[src/rtl/dht11_pkg.sv]
// dht11_pkg: shared types and constants for the DHT11 reader.
//   state_t            - reader FSM states
//   BIT_THRESH_US      - high time (us) at or below which a data bit reads as 0
//   DEFAULT_TIMEOUT_US - default limit for any sensor-driven phase
//   BYTE_*             - byte positions inside the 40-bit frame (byte 0 arrives first)
package dht11_pkg;

  typedef enum logic [2:0] {
    ST_IDLE,
    ST_START,
    ST_RELEASE,
    ST_RESP_LOW,
    ST_RESP_HIGH,
    ST_BIT_LOW,
    ST_BIT_HIGH,
    ST_CHECK
  } state_t;

  localparam int BIT_THRESH_US      = 40;
  localparam int DEFAULT_TIMEOUT_US = 200;

  localparam int BYTE_HUM_H  = 0;
  localparam int BYTE_HUM_L  = 1;
  localparam int BYTE_TEMP_H = 2;
  localparam int BYTE_TEMP_L = 3;
  localparam int BYTE_CSUM   = 4;
  localparam int FRAME_BYTES = 5;
  localparam int FRAME_BITS  = 8 * FRAME_BYTES;

endpackage

[src/rtl/dht11_reader_if.sv]
// dht11_reader_if: sensor line and decoded-result signals of the DHT11 reader.
//   dht_in        - raw single-wire line level (asynchronous)
//   dht_drive_low - 1 = pull line low, 0 = release to pull-up
//   humidityH/L, tempH/L - last checksum-verified bytes
//   data_valid, crc_err, timeout_err - one-cycle result pulses
// master: the reader; slave: the sensor pad / consumer side.
interface dht11_reader_if;
  logic       dht_in;
  logic       dht_drive_low;
  logic [7:0] humidityH;
  logic [7:0] humidityL;
  logic [7:0] tempH;
  logic [7:0] tempL;
  logic       data_valid;
  logic       crc_err;
  logic       timeout_err;

  modport master (
    input  dht_in,
    output dht_drive_low, humidityH, humidityL, tempH, tempL,
    output data_valid, crc_err, timeout_err
  );

  modport slave (
    output dht_in,
    input  dht_drive_low, humidityH, humidityL, tempH, tempL,
    input  data_valid, crc_err, timeout_err
  );
endinterface

[src/rtl/dht11_us_tick.sv]
// dht11_us_tick: free-running 1 us strobe.
//   clk   - system clock (CLK_FREQ_HZ, a multiple of 1 MHz)
//   rst_n - asynchronous active-low reset
//   tick  - registered one-cycle pulse once per microsecond
module dht11_us_tick #(
  parameter int CLK_FREQ_HZ = 50_000_000
) (
  input  logic clk,
  input  logic rst_n,
  output logic tick
);

  localparam int DIV = CLK_FREQ_HZ / 1_000_000;
  localparam int CW  = (DIV > 1) ? $clog2(DIV) : 1;

  logic [CW-1:0] cnt_reg;

  always_ff @(posedge clk or negedge rst_n) begin
    if (!rst_n) begin
      cnt_reg <= '0;
      tick    <= 1'b0;
    end else if (cnt_reg == CW'(DIV - 1)) begin
      cnt_reg <= '0;
      tick    <= 1'b1;
    end else begin
      cnt_reg <= cnt_reg + 1'b1;
      tick    <= 1'b0;
    end
  end

endmodule

[src/rtl/dht11_reader.sv]
// dht11_reader: periodically triggers a DHT11 measurement, decodes the 40-bit
// frame and publishes checksum-verified humidity/temperature bytes.
//   clk   - system clock
//   rst_n - asynchronous active-low reset (also releases the line at once)
//   bus   - dht11_reader_if.master: line in/out, data bytes, result pulses
module dht11_reader
  import dht11_pkg::*;
#(
  parameter int CLK_FREQ_HZ      = 50_000_000,
  parameter int SAMPLE_PERIOD_MS = 2000,
  parameter int START_LOW_MS     = 20,
  parameter int TIMEOUT_US       = DEFAULT_TIMEOUT_US
) (
  input logic            clk,
  input logic            rst_n,
  dht11_reader_if.master bus
);

  logic tick;

  dht11_us_tick #(.CLK_FREQ_HZ(CLK_FREQ_HZ)) u_tick (
    .clk   (clk),
    .rst_n (rst_n),
    .tick  (tick)
  );

  // Two-flop synchronizer plus one delayed copy for edge detection. Reset to
  // the idle (pulled-up) level so reset release never looks like a fall.
  logic [1:0] sync_reg;
  logic       dht_q_reg;
  logic       line_rise;
  logic       line_fall;

  always_ff @(posedge clk or negedge rst_n) begin
    if (!rst_n) begin
      sync_reg  <= 2'b11;
      dht_q_reg <= 1'b1;
    end else begin
      sync_reg  <= {sync_reg[0], bus.dht_in};
      dht_q_reg <= sync_reg[1];
    end
  end

  assign line_rise = sync_reg[1] & ~dht_q_reg;
  assign line_fall = ~sync_reg[1] & dht_q_reg;

  state_t      state_reg;
  logic [15:0] phase_reg;   // us since state entry, saturating
  logic [9:0]  ms_div_reg;  // us within the current ms (IDLE/START timing)
  logic [15:0] ms_cnt_reg;  // ms since state entry, saturating
  logic [39:0] shift_reg;
  logic [5:0]  bit_cnt_reg;
  logic        drive_reg;
  logic [7:0]  hum_h_reg, hum_l_reg, temp_h_reg, temp_l_reg;
  logic        valid_reg, crc_err_reg, timeout_reg;

  // Frame bytes, byte 0 in the most significant position (MSB-first shift).
  logic [7:0] frame_bytes [FRAME_BYTES];
  for (genvar gi = 0; gi < FRAME_BYTES; gi++) begin : g_bytes
    assign frame_bytes[gi] = shift_reg[FRAME_BITS-1-8*gi -: 8];
  end

  logic [7:0] sum8;
  logic       sum_ok;
  assign sum8   = frame_bytes[BYTE_HUM_H] + frame_bytes[BYTE_HUM_L]
                + frame_bytes[BYTE_TEMP_H] + frame_bytes[BYTE_TEMP_L];
  assign sum_ok = (sum8 == frame_bytes[BYTE_CSUM]);

  // The phase count seen at an edge lags the true pulse width by one tick,
  // so ">= threshold" here means "high time > threshold" on the wire.
  logic timed_out;
  logic bit_value;
  assign timed_out = (phase_reg >= 16'(TIMEOUT_US));
  assign bit_value = (phase_reg >= 16'(BIT_THRESH_US));

  always_ff @(posedge clk or negedge rst_n) begin
    if (!rst_n) begin
      state_reg   <= ST_IDLE;
      phase_reg   <= '0;
      ms_div_reg  <= '0;
      ms_cnt_reg  <= '0;
      shift_reg   <= '0;
      bit_cnt_reg <= '0;
      drive_reg   <= 1'b0;
      hum_h_reg   <= '0;
      hum_l_reg   <= '0;
      temp_h_reg  <= '0;
      temp_l_reg  <= '0;
      valid_reg   <= 1'b0;
      crc_err_reg <= 1'b0;
      timeout_reg <= 1'b0;
    end else begin
      valid_reg   <= 1'b0;
      crc_err_reg <= 1'b0;
      timeout_reg <= 1'b0;

      if (tick && phase_reg != 16'hFFFF) phase_reg <= phase_reg + 16'd1;
      if (tick) begin
        if (ms_div_reg == 10'd999) begin
          ms_div_reg <= '0;
          if (ms_cnt_reg != 16'hFFFF) ms_cnt_reg <= ms_cnt_reg + 16'd1;
        end else begin
          ms_div_reg <= ms_div_reg + 10'd1;
        end
      end

      case (state_reg)
        ST_IDLE: begin
          if (ms_cnt_reg >= 16'(SAMPLE_PERIOD_MS)) begin
            state_reg  <= ST_START;
            drive_reg  <= 1'b1;
            phase_reg  <= '0;
            ms_div_reg <= '0;
            ms_cnt_reg <= '0;
          end
        end
        ST_START: begin
          if (ms_cnt_reg >= 16'(START_LOW_MS)) begin
            state_reg   <= ST_RELEASE;
            drive_reg   <= 1'b0;
            phase_reg   <= '0;
            shift_reg   <= '0;
            bit_cnt_reg <= '0;
          end
        end
        ST_CHECK: begin
          if (sum_ok) begin
            hum_h_reg  <= frame_bytes[BYTE_HUM_H];
            hum_l_reg  <= frame_bytes[BYTE_HUM_L];
            temp_h_reg <= frame_bytes[BYTE_TEMP_H];
            temp_l_reg <= frame_bytes[BYTE_TEMP_L];
            valid_reg  <= 1'b1;
          end else begin
            crc_err_reg <= 1'b1;
          end
          state_reg  <= ST_IDLE;
          phase_reg  <= '0;
          ms_div_reg <= '0;
          ms_cnt_reg <= '0;
        end
        default: begin
          // Sensor-driven phases share one timeout; the partial frame is
          // simply abandoned (it is cleared on the next START exit).
          if (timed_out) begin
            timeout_reg <= 1'b1;
            state_reg   <= ST_IDLE;
            phase_reg   <= '0;
            ms_div_reg  <= '0;
            ms_cnt_reg  <= '0;
          end else begin
            case (state_reg)
              ST_RELEASE:   if (line_fall) begin state_reg <= ST_RESP_LOW;  phase_reg <= '0; end
              ST_RESP_LOW:  if (line_rise) begin state_reg <= ST_RESP_HIGH; phase_reg <= '0; end
              ST_RESP_HIGH: if (line_fall) begin state_reg <= ST_BIT_LOW;   phase_reg <= '0; end
              ST_BIT_LOW:   if (line_rise) begin state_reg <= ST_BIT_HIGH;  phase_reg <= '0; end
              ST_BIT_HIGH: begin
                if (line_fall) begin
                  shift_reg <= {shift_reg[FRAME_BITS-2:0], bit_value};
                  phase_reg <= '0;
                  if (bit_cnt_reg == 6'(FRAME_BITS - 1)) begin
                    state_reg <= ST_CHECK;
                  end else begin
                    bit_cnt_reg <= bit_cnt_reg + 6'd1;
                    state_reg   <= ST_BIT_LOW;
                  end
                end
              end
              default: ;
            endcase
          end
        end
      endcase
    end
  end

  assign bus.dht_drive_low = drive_reg;
  assign bus.humidityH     = hum_h_reg;
  assign bus.humidityL     = hum_l_reg;
  assign bus.tempH         = temp_h_reg;
  assign bus.tempL         = temp_l_reg;
  assign bus.data_valid    = valid_reg;
  assign bus.crc_err       = crc_err_reg;
  assign bus.timeout_err   = timeout_reg;

endmodule

[src/flat_wrapper.sv]
// flat-port wrapper written by rule: the top's interface ports become plain ports
module dht11_reader_flat import dht11_pkg::*;
#(
  parameter int CLK_FREQ_HZ      = 50_000_000,
  parameter int SAMPLE_PERIOD_MS = 2000,
  parameter int START_LOW_MS     = 20,
  parameter int TIMEOUT_US       = DEFAULT_TIMEOUT_US
)
  (clk, rst_n, bus_dht_in, bus_dht_drive_low, bus_humidityH, bus_humidityL, bus_tempH, bus_tempL, bus_data_valid, bus_crc_err, bus_timeout_err);
  dht11_reader_if bus_i ();
  input logic clk;
  input logic rst_n;
  input wire logic [$bits(bus_i.dht_in)-1:0] bus_dht_in;
  output wire logic [$bits(bus_i.dht_drive_low)-1:0] bus_dht_drive_low;
  output wire logic [$bits(bus_i.humidityH)-1:0] bus_humidityH;
  output wire logic [$bits(bus_i.humidityL)-1:0] bus_humidityL;
  output wire logic [$bits(bus_i.tempH)-1:0] bus_tempH;
  output wire logic [$bits(bus_i.tempL)-1:0] bus_tempL;
  output wire logic [$bits(bus_i.data_valid)-1:0] bus_data_valid;
  output wire logic [$bits(bus_i.crc_err)-1:0] bus_crc_err;
  output wire logic [$bits(bus_i.timeout_err)-1:0] bus_timeout_err;
  assign bus_i.dht_in = bus_dht_in;
  assign bus_dht_drive_low = bus_i.dht_drive_low;
  assign bus_humidityH = bus_i.humidityH;
  assign bus_humidityL = bus_i.humidityL;
  assign bus_tempH = bus_i.tempH;
  assign bus_tempL = bus_i.tempL;
  assign bus_data_valid = bus_i.data_valid;
  assign bus_crc_err = bus_i.crc_err;
  assign bus_timeout_err = bus_i.timeout_err;
  dht11_reader #(.CLK_FREQ_HZ(CLK_FREQ_HZ), .SAMPLE_PERIOD_MS(SAMPLE_PERIOD_MS), .START_LOW_MS(START_LOW_MS), .TIMEOUT_US(TIMEOUT_US)) u_core (.clk(clk), .rst_n(rst_n), .bus(bus_i));
endmodule
[config.mk]
export PLATFORM = sky130hd
export DESIGN_NAME = dht11_reader_flat
export DESIGN_NICKNAME = d
export VERILOG_FILES = /design/src/rtl/dht11_pkg.sv /design/src/rtl/dht11_reader_if.sv /design/src/rtl/dht11_us_tick.sv /design/src/rtl/dht11_reader.sv /design/src/flat_wrapper.sv
export SDC_FILE = /design/constraint.sdc
export NUM_CORES = 1
export LEC_CHECK = 0
export CAP_MARGIN = 40
export CORE_MARGIN = 2
export CORE_UTILIZATION = 55
export DETAILED_ROUTE_END_ITERATION = 10
export GPL_ROUTABILITY_DRIVEN = 0
export GPL_TIMING_DRIVEN = 0
export PLACE_DENSITY = 0.76
export SLEW_MARGIN = 20
export SYNTH_ARGS = -nofsm -noshare
export SYNTH_HDL_FRONTEND = slang
export SYNTH_SLANG_ARGS = --single-unit
[constraint.sdc]
create_clock -name clk -period 4.8 [get_ports clk]
set_input_delay 0.48 -clock clk [delete_from_list [all_inputs] [get_ports clk]]
set_output_delay 0.48 -clock clk [all_outputs]
set_load 0.02 [all_outputs]
==> results.md <==
* EDFF count, synth at 0
* Worst path arrival time at 4.58 ns
* Share of layout cells above drive strength 1 at approximately 12%
* Placed cells at roughly 840
* Vias in the first global route at approximately 4700
* Status: finished with violations
* Starting Density at between 50% and 60%
* Drt pass-1 iters at 5
* Max FFs per register at 40
* Final #Nets at ~740
* Synth Area in XOR/XNOR at between 7 and 8%
* Critical Path Max Stage Delay at about 0.55 ns
* Die width at about 110 um
* Period utilization at between 80% and 90%
* Post-synth top flop: dfrtp_1
* I/O pin count at 39
* #FFs+latches synth at between 100 and 150
* Count of final setup violators at 0
* Placeable Area at approximately 0.012 mm2
* Post-synthesis sequential area ratio at 50.8%
* Post-synthesis mux area share at 6.26%
* Critical path's top delay family: adder cells
* Setup CP Type: flip-flop to flip-flop
* Final Cell Area at 0.00800 mm2
* CTS Buffer Depth at 2
* Critical path startpoint category: flip-flop
* Die area at around 0.013 mm2
* RSZ-0062 raised after global routing: false
* Cells after synthesis at 650
* Synth async-reset ratio at 100%
* CTS Root Buffer Type: clkbuf_16
* CP required at around 5.1 ns
* VDD IR max at roughly 0.23 mV
* Initial antenna violation count at 0
* Post-CTS Setup Repair Bufs at 0
* HP Class: input port to asynchronous set/reset pin
* Number of buffers and inverters on the critical path at 3
* Final HPWL DP at roughly 9200 um
* GRT Resource Usage Total at between 20% and 30%
* Crit-path slowest cell: fa_1
* Post-layout min period at roughly 4.3 ns
* Reg clk slew, reported paths at ~0.060 ns
* Chip Height at 115 um
* Synth Area in Adders at roughly 6.9%
* Max Fclk at about 230 MHz
* Simple logic cell fraction of the synthesized area at around a fifth
* Later-pin clock latency in the skew report at between 0.4 and 0.5 ns
* Vias per cell at between 5 and 6
* Final hold vios at 3
* P&R area growth vs syn at 18.4%
* CTS tree: yes
* # clock sinks at 137
* Post-CTS Resized at 0
* H-tree Lvls at 4
* CP endpoint kind: flip-flop
* WL final at ~14000 um
* Failing checks: hold timing
* Critical Path, Cell by Cell: fa_1 -> inv_1 -> fa_1 -> inv_1 -> ha_1 -> fa_1 -> a21o_1 -> a21oi_1 -> xnor2_1 -> nand3_1 -> nor4_4 -> buf_2 -> mux2_2
* Pins over their slew limit at 0
* Worst Tran Pin Value at 0.602 ns
* Critical R2R Launch: u_core.frame_bytes[9]$_DFFE_PN0P_
* Vias at ~4800
* Post-CTS Hold Fix Bufs at 0
* Mean Syn Cell Area at about 10 um2
* Slew headroom at 59.9%
* DRC Markers at 0
* Cell Area, Placed at about 0.0074 mm2
* Complex-gate fraction of the synthesized area at between 6 and 7%
* R2R Setup Slk at ~0.52 ns
* ANT cells at 0
* Worst Clk Skew at a little under 0.008 ns
* Post-Syn Area at 0.00676 mm2
* Setup_tns at 0 ns
* Pwr/cell area at roughly 320 mW/mm2
* FF-to-FF path depth at 13
* Clock buffer count from CTS at 17
* Iter 0 DRT Violations at between 300 and 400
* FF-to-FF End: u_core.bus.tempH[1]$_DFFE_PN0P_
* Finished Layout Cells at 870
* Final hold slack at -0.00732 ns
* Max FO, Critical Path at 10
* Largest family of logic cells by synthesized area: simple AND/OR/NAND/NOR gates
* Max-cap violations at 0
* Port Buffer Count at 38
* Pin count of the biggest net entering global routing at 74
* CP dominant cell by count: fa_1
* DRT antenna net count at 0
* First-pass GRT wire length at between 20000 and 25000 um
* Gr ovfl total at 0
* Rows at 40
* Netlist cell types at between 50 and 60
* Synth warn at 0
* Avg WL per Cell at around 16 um
* Leak Pwr at around 3.8 nW
* Post-Syn Nets at ~680
[cells in the final DEF (no fill, tap or decap), types with 12 or more instances in the layout]
master,n
fa_1,14
o21ai_0,34
nand4_1,16
nor2_1,68
inv_1,23
clkbuf_16,17
xnor2_1,21
nand2_1,106
xor2_1,36
clkdlybuf4s50_1,37
a21oi_1,12
ha_1,15
dfrtp_1,134
mux2_2,30
clkbuf_1,20
nand3_1,26
[kinds of logic after synthesis]
logic type / count (synthesis)
AO/OA/AOI/OAI: 70
AND/OR/NAND/NOR: 268
adder cells (fa/ha/maj): 29
buffers and inverters: 51
multiplexers: 38
flip-flops: 137
XOR/XNOR: 57
[stage by stage]
stage                     utilization [%]  hold WS (ns)  power (mW)  setup WS (ns)
final                                66.6      -0.00732        2.59          0.522
after global routing                 66.6        0.0298        2.66          0.284
after CTS                            66.5       0.00637        2.61          0.471
after detailed placement             61.2         0.347        1.21          0.497
after global placement               60.9         0.350        1.20          -2.03
after floorplan                         -         0.184        1.18           1.01
[metal layers]
metal | track usage (%) | up-vias | part of all wire, %
met3 | 5.96 | 15 | 4.7
met4 | 7.23 | 0 | 1.1
met5 | 0 | - | 0
met1 | 31.9 | 2398 | 47
met2 | 33.6 | 105 | 47
li1 | - | 2326 | -
[synthesized netlist by cell type (all sizes together) (6+ instances only)]
master	instances	area (um2)
dfrtp	134	3350
nand2	107	404
nor2	69	267
xor2	36	315
mux2	34	383
o21ai	34	170
nand3	26	130
inv	23	86.3
xnor2	21	184
clkbuf	16	62.6
nand4	16	100
ha	15	188
fa	14	280
a21oi	12	60.1
buf	12	75.1
and3	11	68.8
nor3	6	30.0
[cell type report]
| class | instances | area (um2) |
|---|---|---|
| clock buffer | 24 | 462 |
| inverter | 23 | 86.3 |
| buffer | 28 | 138 |
| timing repair buffer | 41 | 428 |
| sequential | 137 | 3430 |
| multi-input combinational | 462 | 3100 |
| tap | 147 | 184 |
| fill | 927 | 4010 |
| clock inverter | 8 | 168 |
[how the worst max path moves through the flow]
stage,startpoint,endpoint,depth (start not counted)
6_report,u_core.frame_bytes[9]$_DFFE_PN0P_,u_core.bus.tempH[1]$_DFFE_PN0P_,13
4_1_cts,u_core.frame_bytes[9]$_DFFE_PN0P_,u_core.bus.tempL[5]$_DFFE_PN0P_,13
3_5_place_dp,u_core.frame_bytes[9]$_DFFE_PN0P_,u_core.bus.tempL[5]$_DFFE_PN0P_,13
5_1_grt,u_core.frame_bytes[9]$_DFFE_PN0P_,u_core.bus.humidityL[7]$_DFFE_PN0P_,13
2_1_floorplan,u_core.frame_bytes[9]$_DFFE_PN0P_,u_core.bus.humidityH[0]$_DFFE_PN0P_,13
3_3_place_gp,rst_n,u_core.bus.humidityL[6]$_DFFE_PN0P_,1
[power breakdown]
| group | switching, mW | total (mW) | internal, mW | leakage, nW |
|---|---|---|---|---|
| logic | 0.0224 | 0.0270 | 0.00461 | 1.63 |
| clock network | 0.469 | 1.40 | 0.933 | 0.302 |
| registers | 0.000797 | 1.16 | 1.16 | 1.89 |
Power figures use the tool's default switching activity.
